`src/rtl/fetch_sequencer_if.sv`:
```
// Bundle between the UART byte stream, the fetch stage and the instruction-memory write port.
interface fetch_sequencer_if #(
  parameter int SIZE            = 32,
  parameter int MAX_INSTRUCTION = 13
);
  localparam int ADDR = $clog2(MAX_INSTRUCTION);

  logic [7:0]      i_rx_data;
  logic            i_rx_valid;
  logic            i_halt;
  logic            o_stall;
  logic            o_pipe_rst;
  logic            o_imem_we;
  logic [ADDR-1:0] o_imem_addr;
  logic [SIZE-1:0] o_imem_data;
  logic [ADDR:0]   o_prog_len;
  logic            o_busy;
  logic            o_err;

  modport master (
    input  i_rx_data, i_rx_valid, i_halt,
    output o_stall, o_pipe_rst, o_imem_we, o_imem_addr, o_imem_data,
           o_prog_len, o_busy, o_err
  );

  modport slave (
    output i_rx_data, i_rx_valid, i_halt,
    input  o_stall, o_pipe_rst, o_imem_we, o_imem_addr, o_imem_data,
           o_prog_len, o_busy, o_err
  );
endinterface

```
`src/rtl/fetch_sequencer.sv`:
```
// Byte-command controller: loads instruction memory from a UART byte stream and
// gates the fetch stage with run / step / halt commands.
module fetch_sequencer #(
  parameter int SIZE            = 32,
  parameter int MAX_INSTRUCTION = 13
) (
  input  logic               clk,
  input  logic               rst,
  fetch_sequencer_if.master  bus
);
  localparam int ADDR = $clog2(MAX_INSTRUCTION);
  localparam logic [7:0] MAX_N   = 8'(MAX_INSTRUCTION);
  localparam logic [7:0] CMD_L   = 8'h4C;
  localparam logic [7:0] CMD_C   = 8'h43;
  localparam logic [7:0] CMD_S   = 8'h53;
  localparam logic [7:0] CMD_H   = 8'h48;

  typedef enum logic [2:0] {
    HALT, LOAD_CNT, LOAD_BYTE, PIPE_RST, RUN, STEP
  } state_t;

  state_t          state, state_next;
  logic [ADDR:0]   n_words;
  logic [ADDR-1:0] word_idx;
  logic [1:0]      byte_cnt;
  logic [23:0]     shift;

  logic err_next, cnt_ok, byte_take, word_done, last_word;

  always_comb begin
    state_next = state;
    err_next   = 1'b0;
    cnt_ok     = 1'b0;
    byte_take  = 1'b0;
    word_done  = 1'b0;
    last_word  = 1'b0;
    case (state)
      HALT: begin
        if (bus.i_rx_valid) begin
          case (bus.i_rx_data)
            CMD_L:   state_next = LOAD_CNT;
            CMD_C:   state_next = RUN;
            CMD_S:   state_next = STEP;
            CMD_H:   state_next = HALT;
            default: err_next   = 1'b1;
          endcase
        end
      end
      LOAD_CNT: begin
        if (bus.i_rx_valid) begin
          if (bus.i_rx_data != 8'd0 && bus.i_rx_data <= MAX_N) begin
            cnt_ok     = 1'b1;
            state_next = LOAD_BYTE;
          end else begin
            err_next   = 1'b1;
            state_next = HALT;
          end
        end
      end
      LOAD_BYTE: begin
        // every byte is payload here, command values included
        if (bus.i_rx_valid) begin
          byte_take = 1'b1;
          if (byte_cnt == 2'd3) begin
            word_done = 1'b1;
            if ({1'b0, word_idx} == n_words - 1'b1) begin
              last_word  = 1'b1;
              state_next = PIPE_RST;
            end
          end
        end
      end
      PIPE_RST: state_next = HALT;
      RUN: begin
        // a simultaneous 'H' and i_halt collapse into one halt, no error
        if (bus.i_rx_valid && bus.i_rx_data != CMD_H)
          err_next = 1'b1;
        if (bus.i_halt || (bus.i_rx_valid && bus.i_rx_data == CMD_H))
          state_next = HALT;
      end
      STEP:    state_next = HALT;
      default: state_next = HALT;
    endcase
  end

  always_ff @(posedge clk) begin
    if (rst) begin
      state           <= HALT;
      n_words         <= '0;
      word_idx        <= '0;
      byte_cnt        <= '0;
      shift           <= '0;
      bus.o_stall     <= 1'b1;
      bus.o_pipe_rst  <= 1'b0;
      bus.o_imem_we   <= 1'b0;
      bus.o_imem_addr <= '0;
      bus.o_imem_data <= '0;
      bus.o_prog_len  <= '0;
      bus.o_err       <= 1'b0;
    end else begin
      state          <= state_next;
      bus.o_stall    <= !(state_next == RUN || state_next == STEP);
      bus.o_pipe_rst <= (state_next == PIPE_RST);
      bus.o_err      <= err_next;
      bus.o_imem_we  <= word_done;
      if (cnt_ok) begin
        n_words  <= bus.i_rx_data[ADDR:0];
        word_idx <= '0;
        byte_cnt <= '0;
      end
      if (byte_take) begin
        shift    <= {shift[15:0], bus.i_rx_data};
        byte_cnt <= byte_cnt + 1'b1;
      end
      if (word_done) begin
        bus.o_imem_data <= {shift, bus.i_rx_data};
        bus.o_imem_addr <= word_idx;
        word_idx        <= word_idx + 1'b1;
      end
      if (last_word)
        bus.o_prog_len <= n_words;
    end
  end

  assign bus.o_busy = (state == LOAD_CNT) || (state == LOAD_BYTE) || (state == RUN);

endmodule

```
`src/flat_wrapper.sv`:
```
// flat-port wrapper written by rule: the top's interface ports become plain ports
module fetch_sequencer_flat 
#(
  parameter int SIZE            = 32,
  parameter int MAX_INSTRUCTION = 13
)
  (clk, rst, bus_i_rx_data, bus_i_rx_valid, bus_i_halt, bus_o_stall, bus_o_pipe_rst, bus_o_imem_we, bus_o_imem_addr, bus_o_imem_data, bus_o_prog_len, bus_o_busy, bus_o_err);
  fetch_sequencer_if #(.SIZE(SIZE), .MAX_INSTRUCTION(MAX_INSTRUCTION)) bus_i ();
  input  logic clk;
  input  logic rst;
  input wire logic [$bits(bus_i.i_rx_data)-1:0] bus_i_rx_data;
  input wire logic [$bits(bus_i.i_rx_valid)-1:0] bus_i_rx_valid;
  input wire logic [$bits(bus_i.i_halt)-1:0] bus_i_halt;
  output wire logic [$bits(bus_i.o_stall)-1:0] bus_o_stall;
  output wire logic [$bits(bus_i.o_pipe_rst)-1:0] bus_o_pipe_rst;
  output wire logic [$bits(bus_i.o_imem_we)-1:0] bus_o_imem_we;
  output wire logic [$bits(bus_i.o_imem_addr)-1:0] bus_o_imem_addr;
  output wire logic [$bits(bus_i.o_imem_data)-1:0] bus_o_imem_data;
  output wire logic [$bits(bus_i.o_prog_len)-1:0] bus_o_prog_len;
  output wire logic [$bits(bus_i.o_busy)-1:0] bus_o_busy;
  output wire logic [$bits(bus_i.o_err)-1:0] bus_o_err;
  assign bus_i.i_rx_data = bus_i_rx_data;
  assign bus_i.i_rx_valid = bus_i_rx_valid;
  assign bus_i.i_halt = bus_i_halt;
  assign bus_o_stall = bus_i.o_stall;
  assign bus_o_pipe_rst = bus_i.o_pipe_rst;
  assign bus_o_imem_we = bus_i.o_imem_we;
  assign bus_o_imem_addr = bus_i.o_imem_addr;
  assign bus_o_imem_data = bus_i.o_imem_data;
  assign bus_o_prog_len = bus_i.o_prog_len;
  assign bus_o_busy = bus_i.o_busy;
  assign bus_o_err = bus_i.o_err;
  fetch_sequencer #(.SIZE(SIZE), .MAX_INSTRUCTION(MAX_INSTRUCTION)) u_core (.clk(clk), .rst(rst), .bus(bus_i));
endmodule
```
`config.mk`:
```
export PLATFORM = sky130hd
export DESIGN_NAME = fetch_sequencer_flat
export DESIGN_NICKNAME = d
export VERILOG_FILES = /design/src/rtl/fetch_sequencer_if.sv /design/src/rtl/fetch_sequencer.sv /design/src/flat_wrapper.sv
export SDC_FILE = /design/constraint.sdc
export NUM_CORES = 1
export LEC_CHECK = 0
export ABC_AREA = 1
export BUFFER_PORTS_ARGS = -buffer_cell sky130_fd_sc_hd__buf_4
export CAP_MARGIN = 15
export CORE_UTILIZATION = 55
export CTS_CLUSTER_SIZE = 14
export DETAILED_ROUTE_END_ITERATION = 10
export GPL_TIMING_DRIVEN = 0
export PLACE_DENSITY = 0.87
export SKIP_LAST_GASP = 1
export SYNTH_ARGS = -nofsm -noshare
export SYNTH_HDL_FRONTEND = slang
export SYNTH_SLANG_ARGS = --single-unit
```
`constraint.sdc`:
```
create_clock -name clk -period 2 [get_ports clk]
set_input_delay 0.4 -clock clk [delete_from_list [all_inputs] [get_ports clk]]
set_output_delay 0.4 -clock clk [all_outputs]
set_load 0.02 [all_outputs]
```
==> impl_metrics.tcl <==
set metrics [dict create \
    status "finished clean" \
    busiest_layer "met2" \
    met3_usage_pct 7.43 \
    io_buffers 56 \
    dr_total_vias 3115 \
    synth_area_leaders "dfxtp_1 50%, nand2_1 7.9%, o21ai_0 7.3%" \
    cap_violations 0 \
    cts_buffers 9 \
    worstPathCellList "nor2_4 > nand2_2 > nand3_1 > buf_4" \
    grt_max_degree 16 \
    setup_viol 0 \
    drt-initial-drc-count 232 \
    critPathLaunchType "flop" \
    power.density_mw_per_mm2 757 \
    die_y_um 80.0 \
    clk_pin_slew_worst_paths_ns 0.08 \
    synth.largest_area_cell "dfxtp_1" \
    grt-ovfl-total 0 \
    hold_class "input pin to flop" \
    rsz0062_at_grt "false" \
    timing.hold.ws_ns 0.260 \
    drive_gt1_share_pct 21.1 \
    drt_drc_violations_left 0 \
    start_util_pct 56.9 \
    syn_area_per_cell_um2 7.77 \
    hold_buffers 0 \
    coreArea_mm2 0.00589 \
    syn_nets 446 \
    post-route-util_pct 69.5 \
    cts_max_level 3 \
    cellLeakagePower_nw 1.84 \
    power_frac_clock_pct 43.4 \
    synth_cells 431 \
    clock_latency_ns 0.36 \
    path_class "flop to primary output" \
    die-area_mm2 0.00640 \
    synth-edff-count 0 \
    place_inst 562 \
    pwr-share-comb_pct 3.2 \
    n_antenna_cell 0 \
    postRouteAntennaNets 0 \
    vias_per_cell 5.39 \
    end_kind "primary output" \
    synthFlopType "dfxtp_1" \
    crit_arrival_ns 1.34 \
    internal_power_w 0.00239 \
    cts_sinks 83 \
    ios 58 \
    crit_required_ns 1.60 \
    cts_tree "built" \
    drt_wl_total_mm 8.22 \
    yosys_warnings 0 \
    routedWlPerCell_um 14.2 \
    dieWidth_um 80.0 \
    ctsLongestPathBuffers 2 \
    p_sw_share_pct 22.6 \
    grt_pass1_vias 2946 \
    grt_pass1_wl_mm 13.4 \
    netlist_area_mm2 0.00335 \
    area_growth_pct 22.1 \
    fillCellCount 464 \
    worstPathMaxFanout 5 \
    finalSetupTns_ns 0 \
    tightest_slew_ns 0.500 \
    seqPwrFrac_pct 53.4 \
    ys_types 26 \
    ys_seq_area_share_pct 49.6 \
    post_cts_buffers 0 \
    critPathSlowestCell "dfxtp_1" \
    slew_viol_final 0 \
    row_count 28 \
    slew_headroom_pct 66.7 \
    ys_async_sr_fraction_pct 0 \
    gr-usage-met2_pct 45.8 \
    cts_resized 0 \
    grt_usage_pct 27.8 \
    fin_skew_ns 0.00887 \
    yosysTopAreaCellShare_pct 49.6 \
    place_congestion 0.885 \
    hold_viol_final 0 \
    dp_hpwl_mm 5.75 \
    firstDrtPassIters 5 \
    synth_commonest_cells "83 x dfxtp_1, 70 x nand2_1, 56 x nor2_1, 49 x o21ai_0, 40 x inv_1" \
    slowest_delay_ns 0.46 \
    ys_seq_elements 83 \
    period_share_pct 86.8 \
    nets 513 \
    root_buffer "clkbuf_8" \
    layout_min_cycle_time_ns 1.74 \
    grt_util_met1_pct 33.0 \
    antenna_found_initial 0 \
    fin_cells 578 \
    max_freq_mhz 576 \
    ir_drop_uv 595 \
    power.switching_w 0.000699 \
    yosysMostFrequentCell "dfxtp_1" \
    finalPower_w 0.00309 \
]
==> worst max-delay path: cells and delay by family, from the launching register on <==
family        cells  cell delay, ns
buf+inv           1            0.17
flops             1            0.46
simple gates      3            0.35
==> cell type report <==
| type | count | area [µm²] | share of cell area (%) |
|---|---|---|---|
| Inverter | 42 | 158 | 3.86 |
| Sequential cell | 83 | 1660 | 40.6 |
| Timing Repair Buffer | 56 | 420 | 10.3 |
| Tap cell | 75 | 93.8 | 2.30 |
| Buffer | 20 | 109 | 2.66 |
| Clock inverter | 7 | 103 | 2.51 |
| Clock buffer | 9 | 124 | 3.03 |
| Multi-Input combinational cell | 286 | 1420 | 34.7 |
==> routing by layer <==
metal	routed length [µm]	share of wire (%)
met3	532	6.5
met4	217	2.6
met5	0	0
met2	4060	49
met1	3410	41
==> stage by stage <==
stage / worst slack (ns) / area, µm²
floorplan: 0.522 / 3350
global placement: 0.381 / 3860
detailed placement: 0.339 / 3860
CTS: 0.246 / 4090
global route: 0.152 / 4090
finish: 0.264 / 4090
==> power groups by stage <==
stage | combinational [W] | sequential [W] | clock [W]
after floorplan | 0.0000495 | 0.00169 | 0
after global placement | 0.0000942 | 0.00169 | 0
after detailed placement | 0.0000965 | 0.00169 | 0
after CTS | 0.0000970 | 0.00165 | 0.00135
after global routing | 0.000107 | 0.00165 | 0.00142
final | 0.0000992 | 0.00165 | 0.00134
==> worst paths after layout <==
check	from	end	slack [ns]	cells after the start
worst max-delay path	u_core.state[2]	bus_o_busy	0.26	4
worst min-delay path	rst	u_core.state[2]	0.26	2
worst max register to register	u_core.n_words[0]	u_core.bus.o_prog_len[4]	0.31	8
worst min register to register	u_core.bus.o_imem_data[14]	u_core.bus.o_imem_data[14]	0.47	2
==> logic make-up (layout without fill, tap and decap cells) <==
family / Yosys count / after routing / share of synthesized area, %
AND/OR/NAND/NOR: 180 / 180 / 24.4
AO/OA/AOI/OAI: 100 / 100 / 16.1
flip-flops: 83 / 83 / 49.6
buffers and inverters: 62 / 134 / 7.96
adder cells (fa/ha/maj): 3 / 3 / 1.12
XOR/XNOR: 3 / 3 / 0.785
==> state kept, by name, indices dropped and copies added (netlist names) <==
name                    count
u_core.bus.o_imem_we        1
u_core.bus.o_prog_len       5
u_core.bus.o_imem_data     32
u_core.state                3
u_core.word_idx             4
u_core.bus.o_pipe_rst       1
u_core.shift               24
u_core.bus.o_stall          1
u_core.n_words              5
u_core.bus.o_err            1
u_core.bus.o_imem_addr      4
u_core.byte_cnt             2
==> layout by cell type, fill, tap and decap left out, types with 2 or more instances in the layout <==
master,n
o21ai_0,49
buf_2,6
clkbuf_1,8
nor2_4,4
buf_6,2
ha_1,3
nor2_2,3
o21ai_1,2
nor2_1,56
a21oi_1,39
inv_2,2
o21ai_2,10
clkinv_4,4
buf_4,59
inv_1,40
xor2_1,3
nand3_1,35
nand4_1,4
dfxtp_1,83
nand2_1,70
clkbuf_8,9
nor3_1,3
bufinv_16,2
Note: power is estimated with default switching activity, not from simulation.
